==> src/rtl/mem_loader_pkg.sv <==
`default_nettype none
// ============================================================================
// Module   : mem_loader_pkg
// Brief    : Shared state encoding, byte-lane constants and defaults for the
//            program-RAM loader.
// Revision : 1.0 - initial release
// ============================================================================
package mem_loader_pkg;

  localparam int c_DEF_ADDR_W = 10;
  localparam int c_DEF_DEPTH  = 1024;
  localparam int c_LANES      = 4;
  localparam int c_LANE_W     = 8;
  localparam int c_WORD_W     = c_LANES * c_LANE_W;

  typedef enum logic [1:0] {
    ST_IDLE    = 2'd0,
    ST_COLLECT = 2'd1,
    ST_WRITE   = 2'd2,
    ST_DONE    = 2'd3
  } state_t;

  // Maps the arrival index of a byte within a word onto its byte lane.
  function automatic logic [1:0] lane_sel(input logic [1:0] cnt, input logic big);
    return big ? (2'd3 - cnt) : cnt;
  endfunction

endpackage : mem_loader_pkg
`default_nettype wire

==> src/rtl/mem_loader_word_packer.sv <==
`default_nettype none
// ============================================================================
// Module   : mem_loader_word_packer
// Brief    : 2-bit byte counter plus lane register assembling 32-bit words.
// Revision : 1.0 - initial release
// ============================================================================
module mem_loader_word_packer
  import mem_loader_pkg::*;
#(
  parameter int BIG_ENDIAN = 0
) (
  input  logic                clk,
  input  logic                reset,
  input  logic                clear,
  input  logic                byte_en,
  input  logic [c_LANE_W-1:0] byte_data,
  output logic [c_WORD_W-1:0] word,
  output logic                last_byte
);

  logic [1:0]          r_cnt;
  logic [c_WORD_W-1:0] r_word;
  logic [1:0]          w_lane;

  assign w_lane    = lane_sel(r_cnt, BIG_ENDIAN != 0);
  assign last_byte = (r_cnt == 2'd3);

  // word already contains the byte being accepted, so the parent can latch
  // the complete word on the same edge as the final handshake.
  generate
    for (genvar i = 0; i < c_LANES; i++) begin : g_lane
      assign word[i*c_LANE_W +: c_LANE_W] =
        (byte_en && (w_lane == 2'(i))) ? byte_data : r_word[i*c_LANE_W +: c_LANE_W];
    end
  endgenerate

  always_ff @(posedge clk) begin
    if (reset || clear) begin
      r_cnt  <= 2'd0;
      r_word <= '0;
    end else if (byte_en) begin
      r_cnt  <= r_cnt + 2'd1;
      r_word <= word;
    end
  end

endmodule : mem_loader_word_packer
`default_nettype wire

==> src/rtl/mem_loader.sv <==
`default_nettype none
// ============================================================================
// Module   : mem_loader
// Brief    : Packs a host byte stream into 32-bit words and writes them to
//            program RAM. Optional MEM_LOADER_CHECKSUM_EN adds a word checksum.
// Revision : 1.0 - initial release
// ============================================================================
module mem_loader
  import mem_loader_pkg::*;
#(
  parameter int ADDR_W     = c_DEF_ADDR_W,
  parameter int DEPTH      = c_DEF_DEPTH,
  parameter int BIG_ENDIAN = 0
) (
  input  logic                clk,
  input  logic                reset,
  input  logic                start,
  input  logic [7:0]          in_data,
  input  logic                in_valid,
  output logic                in_ready,
  output logic                mem_we,
  output logic [ADDR_W-1:0]   mem_address,
  output logic [c_WORD_W-1:0] mem_din,
  output logic                busy,
  output logic                done
`ifdef MEM_LOADER_CHECKSUM_EN
  ,
  output logic [31:0]         checksum
`endif
);

  localparam logic [ADDR_W-1:0] c_LAST_ADDR = ADDR_W'(DEPTH - 1);

  state_t              r_state;
  logic [ADDR_W-1:0]   r_addr;
  logic                w_byte_en;
  logic                w_start_ok;
  logic                w_last_byte;
  logic [c_WORD_W-1:0] w_word;

  // in_ready is only ever high in COLLECT, so it doubles as the state qualifier.
  assign w_byte_en  = in_valid && in_ready;
  assign w_start_ok = start && ((r_state == ST_IDLE) || (r_state == ST_DONE));

  mem_loader_word_packer #(
    .BIG_ENDIAN (BIG_ENDIAN)
  ) u_packer (
    .clk       (clk),
    .reset     (reset),
    .clear     (w_start_ok),
    .byte_en   (w_byte_en),
    .byte_data (in_data),
    .word      (w_word),
    .last_byte (w_last_byte)
  );

  always_ff @(posedge clk) begin
    if (reset) begin
      r_state     <= ST_IDLE;
      r_addr      <= '0;
      in_ready    <= 1'b0;
      mem_we      <= 1'b0;
      mem_address <= '0;
      mem_din     <= '0;
      busy        <= 1'b0;
      done        <= 1'b0;
    end else begin
      case (r_state)
        ST_IDLE, ST_DONE: begin
          if (start) begin
            r_state  <= ST_COLLECT;
            r_addr   <= '0;
            in_ready <= 1'b1;
            busy     <= 1'b1;
            done     <= 1'b0;
          end
        end
        ST_COLLECT: begin
          if (w_byte_en && w_last_byte) begin
            r_state     <= ST_WRITE;
            in_ready    <= 1'b0;
            mem_we      <= 1'b1;
            mem_address <= r_addr;
            mem_din     <= w_word;
          end
        end
        ST_WRITE: begin
          mem_we <= 1'b0;
          if (r_addr == c_LAST_ADDR) begin
            r_state <= ST_DONE;
            busy    <= 1'b0;
            done    <= 1'b1;
          end else begin
            r_state  <= ST_COLLECT;
            r_addr   <= r_addr + ADDR_W'(1);
            in_ready <= 1'b1;
          end
        end
        default: r_state <= ST_IDLE;
      endcase
    end
  end

`ifdef MEM_LOADER_CHECKSUM_EN
  always_ff @(posedge clk) begin
    if (reset || w_start_ok) begin
      checksum <= '0;
    end else if (r_state == ST_WRITE) begin
      checksum <= checksum + mem_din;
    end
  end
`endif

endmodule : mem_loader
`default_nettype wire

==> config.mk <==
export PLATFORM = sky130hd
export DESIGN_NAME = mem_loader
export DESIGN_NICKNAME = d
export VERILOG_FILES = /design/src/rtl/mem_loader_pkg.sv /design/src/rtl/mem_loader_word_packer.sv /design/src/rtl/mem_loader.sv
export SDC_FILE = /design/constraint.sdc
export NUM_CORES = 1
export LEC_CHECK = 0
export CORE_UTILIZATION = 35
export CTS_BUF_LIST = sky130_fd_sc_hd__clkbuf_2
export CTS_CLUSTER_SIZE = 28
export DETAILED_ROUTE_END_ITERATION = 10
export MAX_ROUTING_LAYER = met4
export PLACE_DENSITY = 0.67
export SLEW_MARGIN = 15
export SYNTH_ARGS = -nofsm -noshare
export SYNTH_HDL_FRONTEND = slang
export SYNTH_SLANG_ARGS = --single-unit
==> constraint.sdc <==
create_clock -name clk -period 2.3 [get_ports clk]
set_input_delay 0.575 -clock clk [delete_from_list [all_inputs] [get_ports clk]]
set_output_delay 0.575 -clock clk [all_outputs]
set_load 0.05 [all_outputs]
==> summary.md <==
| Metric | Value |
|---|---|
| Mean Syn Cell Area | approximately 9 um^2 |
| Final Cycle Share | 0.903 |
| Clock Skew | 0.0381 ns |
| H-Tree Depth | 3 |
| Worst Path Required | roughly 1.7 ns |
| Cell family with most CP delay | buffers and inverters |
| GP Congestion | about 0.82 |
| Pwr dens | 605 mW/mm^2 |
| Row cnt | 35 |
| Vias in the first global route | approximately 2500 |
| Ys flop type | dfxtp_1 |
| Chip Height | 99.4 um |
| Post-synthesis cell count | ~370 |
| Final wirelength | 7550 um |
| Clk sink count | 84 |
| First-pass iteration count of the detailed router | 4 |
| Initial antenna violation count | 0 |
| RSZ-0062 raised after global routing | no |
| Unique masters post-synth | 36 |
| DP HPWL | about 5400 um |
| Fmax | 0.481 GHz |
| Die ar. | a little under 0.01 mm^2 |
| Clock Path Buffers | 2 |
| Asr flop ratio synth | 0 |
| Clock Latency Late Sink | ~0.55 ns |
| Drt wl/cell | 14.0 um |
| P_leak | ~1.8 nW |
| Synthesized area | around 0.0033 mm^2 |
| NumNets Final | 444 |
| Fin crit period | 2.08 ns |
| Max_cap viols | 0 |
| Seq/Total Area, Yosys | 0.507 |
| Buf+Inv Stages, Crit Path | 1 |
| Slowest cell on crit path | dlygate4sd2_1 |
| Largest net degree at the start of global routing | 35 |
| WS Path Type | flip-flop to primary output |
| Syn. warnings | 0 |
| Layout cells sized above 1 | 0.0886 |
| Total GRT Usage | 0.161 |
| Slew headroom | 0.549 |
| # diodes | 0 |
| Startpoint Class | flip-flop |
| Drc violations | 0 |
| Ports | 58 |
| 1st-iter DRT viols | 129 |
| Final cell count without fillers | 540 |
| Post-synth EDFFs | 0 |
| Crit path max fanout | 3 |
| Setup TNS | 0 ns |
| Area growth syn-to-layout | 23.8% |
| Inserted Clock Buffers | 9 |
| Placed Instances | 524 |
| Via count | between 2000 and 3000 |
| First-pass GRT wire length | 12100 um |
| Reg clk slew, reported paths | 0.24 ns |
| #FFs+latches synth | 84 |
| Setup violators final | 0 |
| Slew Limit Fails | 0 |
| Path category of the worst min-delay check | primary input to flip-flop |
| Arr. time, crit path | about 1.5 ns |
| Slew at the pin closest to its max-slew limit | 0.672 ns |
| Final Hold Fails | 0 |
| Core Footprint | 0.00920 mm^2 |
| Final ANT Viol Nets | 0 |
| CTS tree | done |
| Total power | 0.00249 W |
| Synthesized netlist net count | 389 |
| VDD IR max | around 0.25 mV |
| Initial Util | 0.361 |
| Routed vias/inst | about 5.2 |
| Nature of the critical path endpoint | primary output |
| Die Wd | 99.4 um |
| Number of I/O port buffers | between 50 and 60 |
| Status | complete, no violations |
| Crit-path cells | dlygate4sd2_1 |
| Worst path max stage delay | between 0.5 and 0.6 ns |
| Remaining Overflow, GRT | 0 |
| # Post-CTS Setup Buffers | 0 |
| Root buffer cell | clkbuf_2 |
[final timing paths]
kind	start	to	slack, ns	cells past startpoint
max reg2reg	r_state[0]$_SDFFE_PP0P_	r_addr[7]$_SDFFE_PP0P_	0.30	6
max	mem_we$_SDFFE_PP0P_	mem_we	0.22	1
min	reset	busy$_SDFFE_PP0P_	0.41	2
min reg2reg	mem_address[0]$_SDFFE_PP0P_	mem_address[0]$_SDFFE_PP0P_	0.46	2
[repair_timing]
action / 4_1_cts / 5_1_grt
hold buffers: 0 / 0
gates resized for setup: 42 / 3
endpoints found under the setup margin: 42 / 3
pin swaps: 0 / 0
[flip-flops by register name, indices dropped and copies added (netlist names)]
name / count
mem_din: 32
u_packer.r_word: 24
mem_address: 10
r_addr: 10
r_state: 2
u_packer.r_cnt: 2
busy: 1
done: 1
in_ready: 1
mem_we: 1
[final cells by class]
type                       count  area (um^2)
clock buffer                  10         50.0
clock inverter                 6         71.3
fill                         940         5090
inverter                       6         22.5
multi-input combinational    250         1480
sequential                    84         1680
tap                          111          139
timing repair buffer          73          663
[cells in the final DEF, fill, tap and decap left out, types with 6 or more instances in the layout]
cell type / Yosys / routed
dfxtp_1: 84 / 84
nor2_1: 53 / 53
nand2_1: 50 / 50
dlygate4sd2_1: 0 / 42
a21oi_1: 29 / 29
a211oi_1: 28 / 28
mux2i_1: 25 / 25
buf_4: 0 / 15
nand3_1: 13 / 13
clkbuf_2: 0 / 10
clkdlybuf4s50_1: 0 / 10
ha_1: 8 / 8
inv_1: 6 / 6
nand4_1: 6 / 6
[cell usage after synthesis, types with 2 or more instances]
library cell,instances,area share
buf_2,10,0.015
ha_1,8,0.030
nand3_1,13,0.020
nor4_1,2,0.0038
a21oi_1,29,0.044
clkbuf_1,17,0.019
nor2_1,53,0.060
o21ai_0,5,0.0075
and3_1,2,0.0038
dfxtp_1,84,0.51
or4b_1,3,0.0091
and2_1,2,0.0038
nand2_1,50,0.057
buf_6,2,0.0068
mux2i_1,25,0.075
and4_1,3,0.0079
inv_1,6,0.0068
nand4_1,6,0.011
a31oi_1,5,0.0094
a211oi_1,28,0.063
[where the power goes]
part	internal, W	switching (W)	leakage (nW)	total, W
Combinational	0.0000775	0.000127	1.03	0.000205
Sequential	0.00147	0.0000133	0.678	0.00149
Clock	0.000264	0.000529	0.0691	0.000793
Total	0.00182	0.000669	1.78	0.00249
[per-layer routing]
layer	vias up	track usage	wire (um)	part of all wire
met3	11	0.0351	289	0.038
met5	-	-	0	0
met4	0	0.0645	119	0.016
met1	1352	0.210	3840	0.51
met2	54	0.243	3300	0.44
li1	1394	-	-	-
[kinds of logic (layout without fill, tap and decap cells)]
family	Yosys count	count (layout)	share of synthesized area
simple gates	141	141	0.190
flops	84	84	0.507
compound gates	74	74	0.142
buf+inv	35	95	0.0479
mux	26	26	0.0799
fa+ha+maj	8	8	0.0302
xor+xnor	1	1	0.00264
[through the flow]
step	worst slack, ns	util	hold slack, ns	instance area [um^2]
2_1_floorplan	0.371	-	0.461	3320
3_3_place_gp	0.186	0.438	0.447	4030
3_5_place_dp	0.178	0.438	0.448	4030
4_1_cts	0.00475	0.446	0.398	4100
5_1_grt	0.137	0.447	0.422	4110
6_report	0.222	0.447	0.412	4110
(Power assumes the default switching activity.)
